$ cat src/rtl/beta_mem_arbiter_if.sv
// Bundle of the Beta core's fetch/data ports and the shared single-port memory bus.
// master = arbiter view, slave = core + memory environment view.
interface beta_mem_arbiter_if #(
  parameter int unsigned AW = 30
);
  logic          i_req;
  logic [31:0]   i_addr;
  logic [31:0]   i_data;
  logic          i_ready;

  logic          d_re;
  logic          d_we;
  logic [31:0]   d_addr;
  logic [31:0]   d_wdata;
  logic [31:0]   d_rdata;
  logic          d_ready;

  logic          mem_req;
  logic          mem_we;
  logic [AW-1:0] mem_addr;
  logic [31:0]   mem_wdata;
  logic [31:0]   mem_rdata;
  logic          mem_ack;

  modport master (
    input  i_req, i_addr, d_re, d_we, d_addr, d_wdata, mem_rdata, mem_ack,
    output i_data, i_ready, d_rdata, d_ready, mem_req, mem_we, mem_addr, mem_wdata
  );

  modport slave (
    output i_req, i_addr, d_re, d_we, d_addr, d_wdata, mem_rdata, mem_ack,
    input  i_data, i_ready, d_rdata, d_ready, mem_req, mem_we, mem_addr, mem_wdata
  );
endinterface

$ cat src/rtl/beta_mem_arbiter.sv
// Serialises the Beta fetch and data ports onto one req/ack memory bus.
// Data wins arbitration unless FAIR lets a previously beaten fetch go first.
module beta_mem_arbiter #(
  parameter int unsigned AW   = 30,
  parameter bit          FAIR = 1'b1
) (
  input  logic               clk,
  input  logic               rst,
  beta_mem_arbiter_if.master bus
);
  localparam int unsigned DW = 32;

  typedef enum logic [1:0] {
    IDLE  = 2'd0,
    IBUSY = 2'd1,
    DBUSY = 2'd2,
    IDROP = 2'd3
  } state_e;

  state_e        state_q;
  logic          req_q;
  logic          we_q;
  logic          fair_q;
  logic          i_ready_q;
  logic          d_ready_q;
  logic [AW-1:0] addr_q;
  logic [DW-1:0] wdata_q;
  logic [DW-1:0] i_data_q;
  logic [DW-1:0] d_rdata_q;

  logic [AW-1:0] i_word_c;
  logic [AW-1:0] d_word_c;
  logic          arb_en_c;
  logic          d_pend_c;
  logic          grant_d_c;
  logic          grant_i_c;
  logic          i_match_c;
  logic          unused_addr_lsb;

  assign i_word_c        = bus.i_addr[AW+1:2];
  assign d_word_c        = bus.d_addr[AW+1:2];
  assign unused_addr_lsb = ^{bus.i_addr[1:0], bus.d_addr[1:0]};

  // No arbitration during a ready pulse: the core updates its request that cycle.
  assign arb_en_c  = (state_q == IDLE) && !i_ready_q && !d_ready_q;
  assign d_pend_c  = bus.d_re | bus.d_we;
  assign grant_d_c = arb_en_c && d_pend_c && !(FAIR && fair_q && bus.i_req);
  assign grant_i_c = arb_en_c && !grant_d_c && bus.i_req;
  assign i_match_c = bus.i_req && (i_word_c == addr_q);

  always_ff @(posedge clk or posedge rst) begin
    if (rst) begin
      state_q   <= IDLE;
      req_q     <= 1'b0;
      we_q      <= 1'b0;
      fair_q    <= 1'b0;
      i_ready_q <= 1'b0;
      d_ready_q <= 1'b0;
      addr_q    <= '0;
      wdata_q   <= '0;
      i_data_q  <= '0;
      d_rdata_q <= '0;
    end else begin
      i_ready_q <= 1'b0;
      d_ready_q <= 1'b0;
      unique case (state_q)
        IDLE: begin
          if (grant_d_c) begin
            addr_q  <= d_word_c;
            wdata_q <= bus.d_wdata;
            we_q    <= bus.d_we;
            state_q <= DBUSY;
            if (bus.i_req) begin
              fair_q <= 1'b1;
            end
          end else if (grant_i_c) begin
            addr_q  <= i_word_c;
            we_q    <= 1'b0;
            fair_q  <= 1'b0;
            state_q <= IBUSY;
          end
        end
        DBUSY: begin
          if (!req_q) begin
            req_q <= 1'b1;
          end else if (bus.mem_ack) begin
            req_q     <= 1'b0;
            we_q      <= 1'b0;
            d_ready_q <= 1'b1;
            state_q   <= IDLE;
            if (!we_q) begin
              d_rdata_q <= bus.mem_rdata;
            end
          end
        end
        IBUSY: begin
          if (req_q && bus.mem_ack) begin
            req_q   <= 1'b0;
            state_q <= IDLE;
            if (i_match_c) begin
              i_data_q  <= bus.mem_rdata;
              i_ready_q <= 1'b1;
            end
          end else begin
            req_q <= 1'b1;
            // PC moved while in flight: finish the access but throw it away.
            if (i_word_c != addr_q) begin
              state_q <= IDROP;
            end
          end
        end
        IDROP: begin
          if (req_q && bus.mem_ack) begin
            req_q   <= 1'b0;
            state_q <= IDLE;
          end else begin
            req_q <= 1'b1;
          end
        end
        default: begin
          state_q <= IDLE;
        end
      endcase
    end
  end

  assign bus.mem_req   = req_q;
  assign bus.mem_we    = we_q;
  assign bus.mem_addr  = addr_q;
  assign bus.mem_wdata = wdata_q;
  assign bus.i_data    = i_data_q;
  assign bus.i_ready   = i_ready_q;
  assign bus.d_rdata   = d_rdata_q;
  assign bus.d_ready   = d_ready_q;
endmodule

$ cat src/flat_wrapper.sv
// flat-port wrapper written by rule: the top's interface ports become plain ports
module beta_mem_arbiter_flat 
#(
  parameter int unsigned AW   = 30,
  parameter bit          FAIR = 1'b1
)
  (clk, rst, bus_i_req, bus_i_addr, bus_d_re, bus_d_we, bus_d_addr, bus_d_wdata, bus_mem_rdata, bus_mem_ack, bus_i_data, bus_i_ready, bus_d_rdata, bus_d_ready, bus_mem_req, bus_mem_we, bus_mem_addr, bus_mem_wdata);
  beta_mem_arbiter_if #(.AW(AW)) bus_i ();
  input  logic clk;
  input  logic rst;
  input wire logic [$bits(bus_i.i_req)-1:0] bus_i_req;
  input wire logic [$bits(bus_i.i_addr)-1:0] bus_i_addr;
  input wire logic [$bits(bus_i.d_re)-1:0] bus_d_re;
  input wire logic [$bits(bus_i.d_we)-1:0] bus_d_we;
  input wire logic [$bits(bus_i.d_addr)-1:0] bus_d_addr;
  input wire logic [$bits(bus_i.d_wdata)-1:0] bus_d_wdata;
  input wire logic [$bits(bus_i.mem_rdata)-1:0] bus_mem_rdata;
  input wire logic [$bits(bus_i.mem_ack)-1:0] bus_mem_ack;
  output wire logic [$bits(bus_i.i_data)-1:0] bus_i_data;
  output wire logic [$bits(bus_i.i_ready)-1:0] bus_i_ready;
  output wire logic [$bits(bus_i.d_rdata)-1:0] bus_d_rdata;
  output wire logic [$bits(bus_i.d_ready)-1:0] bus_d_ready;
  output wire logic [$bits(bus_i.mem_req)-1:0] bus_mem_req;
  output wire logic [$bits(bus_i.mem_we)-1:0] bus_mem_we;
  output wire logic [$bits(bus_i.mem_addr)-1:0] bus_mem_addr;
  output wire logic [$bits(bus_i.mem_wdata)-1:0] bus_mem_wdata;
  assign bus_i.i_req = bus_i_req;
  assign bus_i.i_addr = bus_i_addr;
  assign bus_i.d_re = bus_d_re;
  assign bus_i.d_we = bus_d_we;
  assign bus_i.d_addr = bus_d_addr;
  assign bus_i.d_wdata = bus_d_wdata;
  assign bus_i.mem_rdata = bus_mem_rdata;
  assign bus_i.mem_ack = bus_mem_ack;
  assign bus_i_data = bus_i.i_data;
  assign bus_i_ready = bus_i.i_ready;
  assign bus_d_rdata = bus_i.d_rdata;
  assign bus_d_ready = bus_i.d_ready;
  assign bus_mem_req = bus_i.mem_req;
  assign bus_mem_we = bus_i.mem_we;
  assign bus_mem_addr = bus_i.mem_addr;
  assign bus_mem_wdata = bus_i.mem_wdata;
  beta_mem_arbiter #(.AW(AW), .FAIR(FAIR)) u_core (.clk(clk), .rst(rst), .bus(bus_i));
endmodule
$ cat config.mk
export PLATFORM = sky130hd
export DESIGN_NAME = beta_mem_arbiter_flat
export DESIGN_NICKNAME = d
export VERILOG_FILES = /design/src/rtl/beta_mem_arbiter_if.sv /design/src/rtl/beta_mem_arbiter.sv /design/src/flat_wrapper.sv
export SDC_FILE = /design/constraint.sdc
export NUM_CORES = 1
export LEC_CHECK = 0
export BUFFER_PORTS_ARGS = -buffer_cell sky130_fd_sc_hd__buf_2
export CAP_MARGIN = 20
export CORE_MARGIN = 5
export CORE_UTILIZATION = 47
export CTS_BUF_LIST = sky130_fd_sc_hd__clkbuf_8
export DETAILED_ROUTE_END_ITERATION = 6
export MAX_ROUTING_LAYER = met4
export PLACE_DENSITY = 0.92
export SLEW_MARGIN = 10
export SYNTH_ARGS = -nofsm -noshare
export SYNTH_HDL_FRONTEND = slang
export SYNTH_SLANG_ARGS = --single-unit
export TNS_END_PERCENT = 1
$ cat constraint.sdc
create_clock -name clk -period 4.65 [get_ports clk]
set_clock_uncertainty 0.05 [all_clocks]
set_input_delay 0.465 -clock clk [delete_from_list [all_inputs] [get_ports clk]]
set_output_delay 0.465 -clock clk [all_outputs]
set_load 0.005 [all_outputs]
==> results.json <==
{
  "cts_made_buffers": 17,
  "final-hold-violation-count": 0,
  "rr_worst_depth": 4,
  "status": "complete, no violations",
  "dp_cells": 807,
  "setup-tns-final_ps": 0,
  "dieArea_um2": 14220,
  "synth.cell_area_um2": 5610,
  "htreeDepth": 4,
  "clkSlewWorstSetupHoldPaths_ps": 70,
  "area_delta_synth_final_pct": 33.61,
  "ir_drop_uv": 380.3,
  "nFillCells": 904,
  "drive_gt1_frac": 0.5702,
  "worstSkewPairLatency_ps": 430,
  "globalplace.congestion": 0.9227,
  "vias": 4326,
  "cp-end-kind": "register",
  "yosys.area.top_type": "dfrtp_1",
  "crit_start": "u_core.state_q[0]$_DFFE_PP0P_",
  "synth_edf_count": 0,
  "tightest_slew_ps": 886.4,
  "grt_overflow": 0,
  "syn_nets": 550,
  "cap_viol_max_count": 0,
  "start_util": 0.4730,
  "yosys.area.top_type_share": 0.5932,
  "slowest_stage": "nor4_1",
  "crit_cells": 4,
  "critPathRequiredTime_ps": 4910,
  "timing.critical_path.from_type": "register",
  "synth-main-ff-cell": "dfrtp_1",
  "synth_cell_types": 24,
  "crit-reg2reg-launch": "u_core.state_q[0]$_DFFE_PP0P_",
  "final_cells": 838,
  "power.density_nw_per_um2": 622.7,
  "syn_inst": 416,
  "ant_nets": 0,
  "fin_nets": 814,
  "critPathMaxFanout": 62,
  "setup_viol": 0,
  "synth-seq-area-share": 0.5932,
  "routedWlPerCell_um": 17.45,
  "criticalPathCategory": "register to register",
  "synthArstFlopShare": 1.000,
  "pre_cts_ws_ps": 2119,
  "min_path_type": "primary input to async pin",
  "avgSynthCellArea_um2": 13.49,
  "report.final.slew_viol_count": 0,
  "fmax_mhz": 415.6,
  "cts-resized-gates": 0,
  "antenna_found_initial": 0,
  "vias_per_cell": 5.162,
  "drtPass1Iterations": 4,
  "wl_um": 14620,
  "drc": 0,
  "crit_chain": "nor4_1 -> o211ai_1 -> buf_4 -> mux2_2",
  "grt_pass1_vias": 4581,
  "cts_sinks": 133,
  "synthTopCellsByArea": "dfrtp_1 (59%), mux2_2 (19%), mux2i_1 (5.4%)",
  "arrival_ps": 2670,
  "leakage_uw": 0.003933,
  "cp_num_buf_inv": 1,
  "netlist_top_cells_count": "dfrtp_1 (133), mux2_2 (96), nor2_1 (33)",
  "min_period_ps": 2406,
  "slew_headroom": 0.4091,
  "hold_buffers": 0,
  "die-height_um": 119.3,
  "cp_slowest_stage_delay_ps": 500,
  "boundaryPins": 264,
  "core_um2": 11860,
  "n_antenna_cell": 0,
  "ys_warn_count": 0,
  "fin_crit_sh": 0.5175,
  "cts_setup_buffers": 0,
  "rsz0062_at_grt": "false",
  "synth.most_common_cell": "dfrtp_1",
  "grt_max_degree": 63,
  "die_x_um": 119.3,
  "numPortBuffers": 259,
  "path_delay_family": "simple AND/OR/NAND/NOR gates",
  "drtIter0Drc": 230,
  "setup_ws_ps": 2244,
  "hpwl_um": 11080,
  "grt_use_total": 0.2106,
  "cts_tree": "done",
  "cts_root_buf": "clkbuf_8",
  "yosys_register_bits": 133,
  "row_count": 40,
  "grt_pass1_wl_um": 22870,
  "timing.rr.end": "u_core.bus.mem_wdata[29]$_DFFE_PP0P_",
  "clockBufferDepth": 2,
  "reg2reg_slack_ps": 2240
}
## worst register-to-register path: cells and delay by family, from the launching register on
| family | cells | cell delay, ps |
|---|---|---|
| simple gates | 1 | 500 |
| buf+inv | 1 | 490 |
| flops | 1 | 460 |
| mux | 1 | 450 |
| compound gates | 1 | 340 |
## layer usage
| layer | vias to the layer above | track usage | share of wire |
|---|---|---|---|
| li1 | 2002 | - | - |
| met2 | 214 | 0.3490 | 0.51 |
| met4 | 0 | 0.08472 | 0.019 |
| met3 | 28 | 0.06268 | 0.080 |
| met1 | 2082 | 0.2400 | 0.39 |
| met5 | - | - | 0 |
## state kept, by name, indices dropped and copies added (netlist names), 2 cells and up
signal and count:
u_core.state_q 2, u_core.bus.mem_addr 30, u_core.bus.mem_wdata 32, u_core.bus.d_rdata 32, u_core.bus.i_data 32
## cells in the final DEF, fill, tap and decap left out, types with 2 or more instances in the layout
cell type  count
o21ai_0        4
bufinv_16      5
mux2_2        96
nor2_1        33
inv_1          2
a21oi_1       31
buf_2        259
nand4_1        4
nor4_1        15
xor2_1        30
nor3_1         2
buf_4          5
clkbuf_8      18
nand2_1        7
clkinv_2       4
dfrtp_1      133
mux2i_1       30
## cell families (layout without fill, tap and decap cells)
logic type,Yosys count,count (layout),share of synthesized area
AO/OA/AOI/OAI,39,39,0.03725
flip-flops,133,133,0.5932
AND/OR/NAND/NOR,66,66,0.05576
multiplexers,127,127,0.2482
buffers and inverters,21,296,0.01873
XOR/XNOR,30,30,0.04683
## per-stage QoR
stage / power [uW] / util / instance area (um2) / hold WS (ps)
after floorplan: 2871 / - / 5610 / 397.9
after global placement: 3517 / 0.5937 / 7042 / 414.4
after detailed placement: 3615 / 0.5937 / 7042 / 424.4
after CTS: 4698 / 0.6303 / 7476 / 26.35
after global routing: 4954 / 0.6320 / 7496 / 52.12
final: 4668 / 0.6320 / 7496 / 38.02
## how the worst max path moves through the flow
stage | slack [ps] | end
floorplan | 580 | u_core.bus.d_rdata[0]$_DFFE_PP0P_
global placement | 2160 | u_core.bus.mem_wdata[19]$_DFFE_PP0P_
detailed placement | 2120 | u_core.bus.i_data[2]$_DFFE_PP0P_
CTS | 2180 | u_core.bus.mem_we$_DFFE_PP0P_
global route | 2010 | u_core.bus.mem_addr[28]$_DFFE_PP0P_
finish | 2240 | u_core.bus.mem_wdata[29]$_DFFE_PP0P_
## layout make-up
class                      count  area (um2)  area share
tap                          147       183.9     0.02454
clock buffer                  18       247.7     0.03305
inverter                       1       6.256   0.0008346
timing repair buffer         265        1354      0.1806
sequential                   133        3328      0.4440
multi-input combinational    262        2190      0.2921
clock inverter                12       186.4     0.02487
## where the power goes
group / total, uW / switching (uW) / internal (uW)
Sequential: 1890 / 286 / 1600
Clock: 1070 / 428 / 641
Combinational: 1710 / 826 / 887
Total: 4670 / 1540 / 3130
Note: power is estimated with default switching activity, not from simulation.
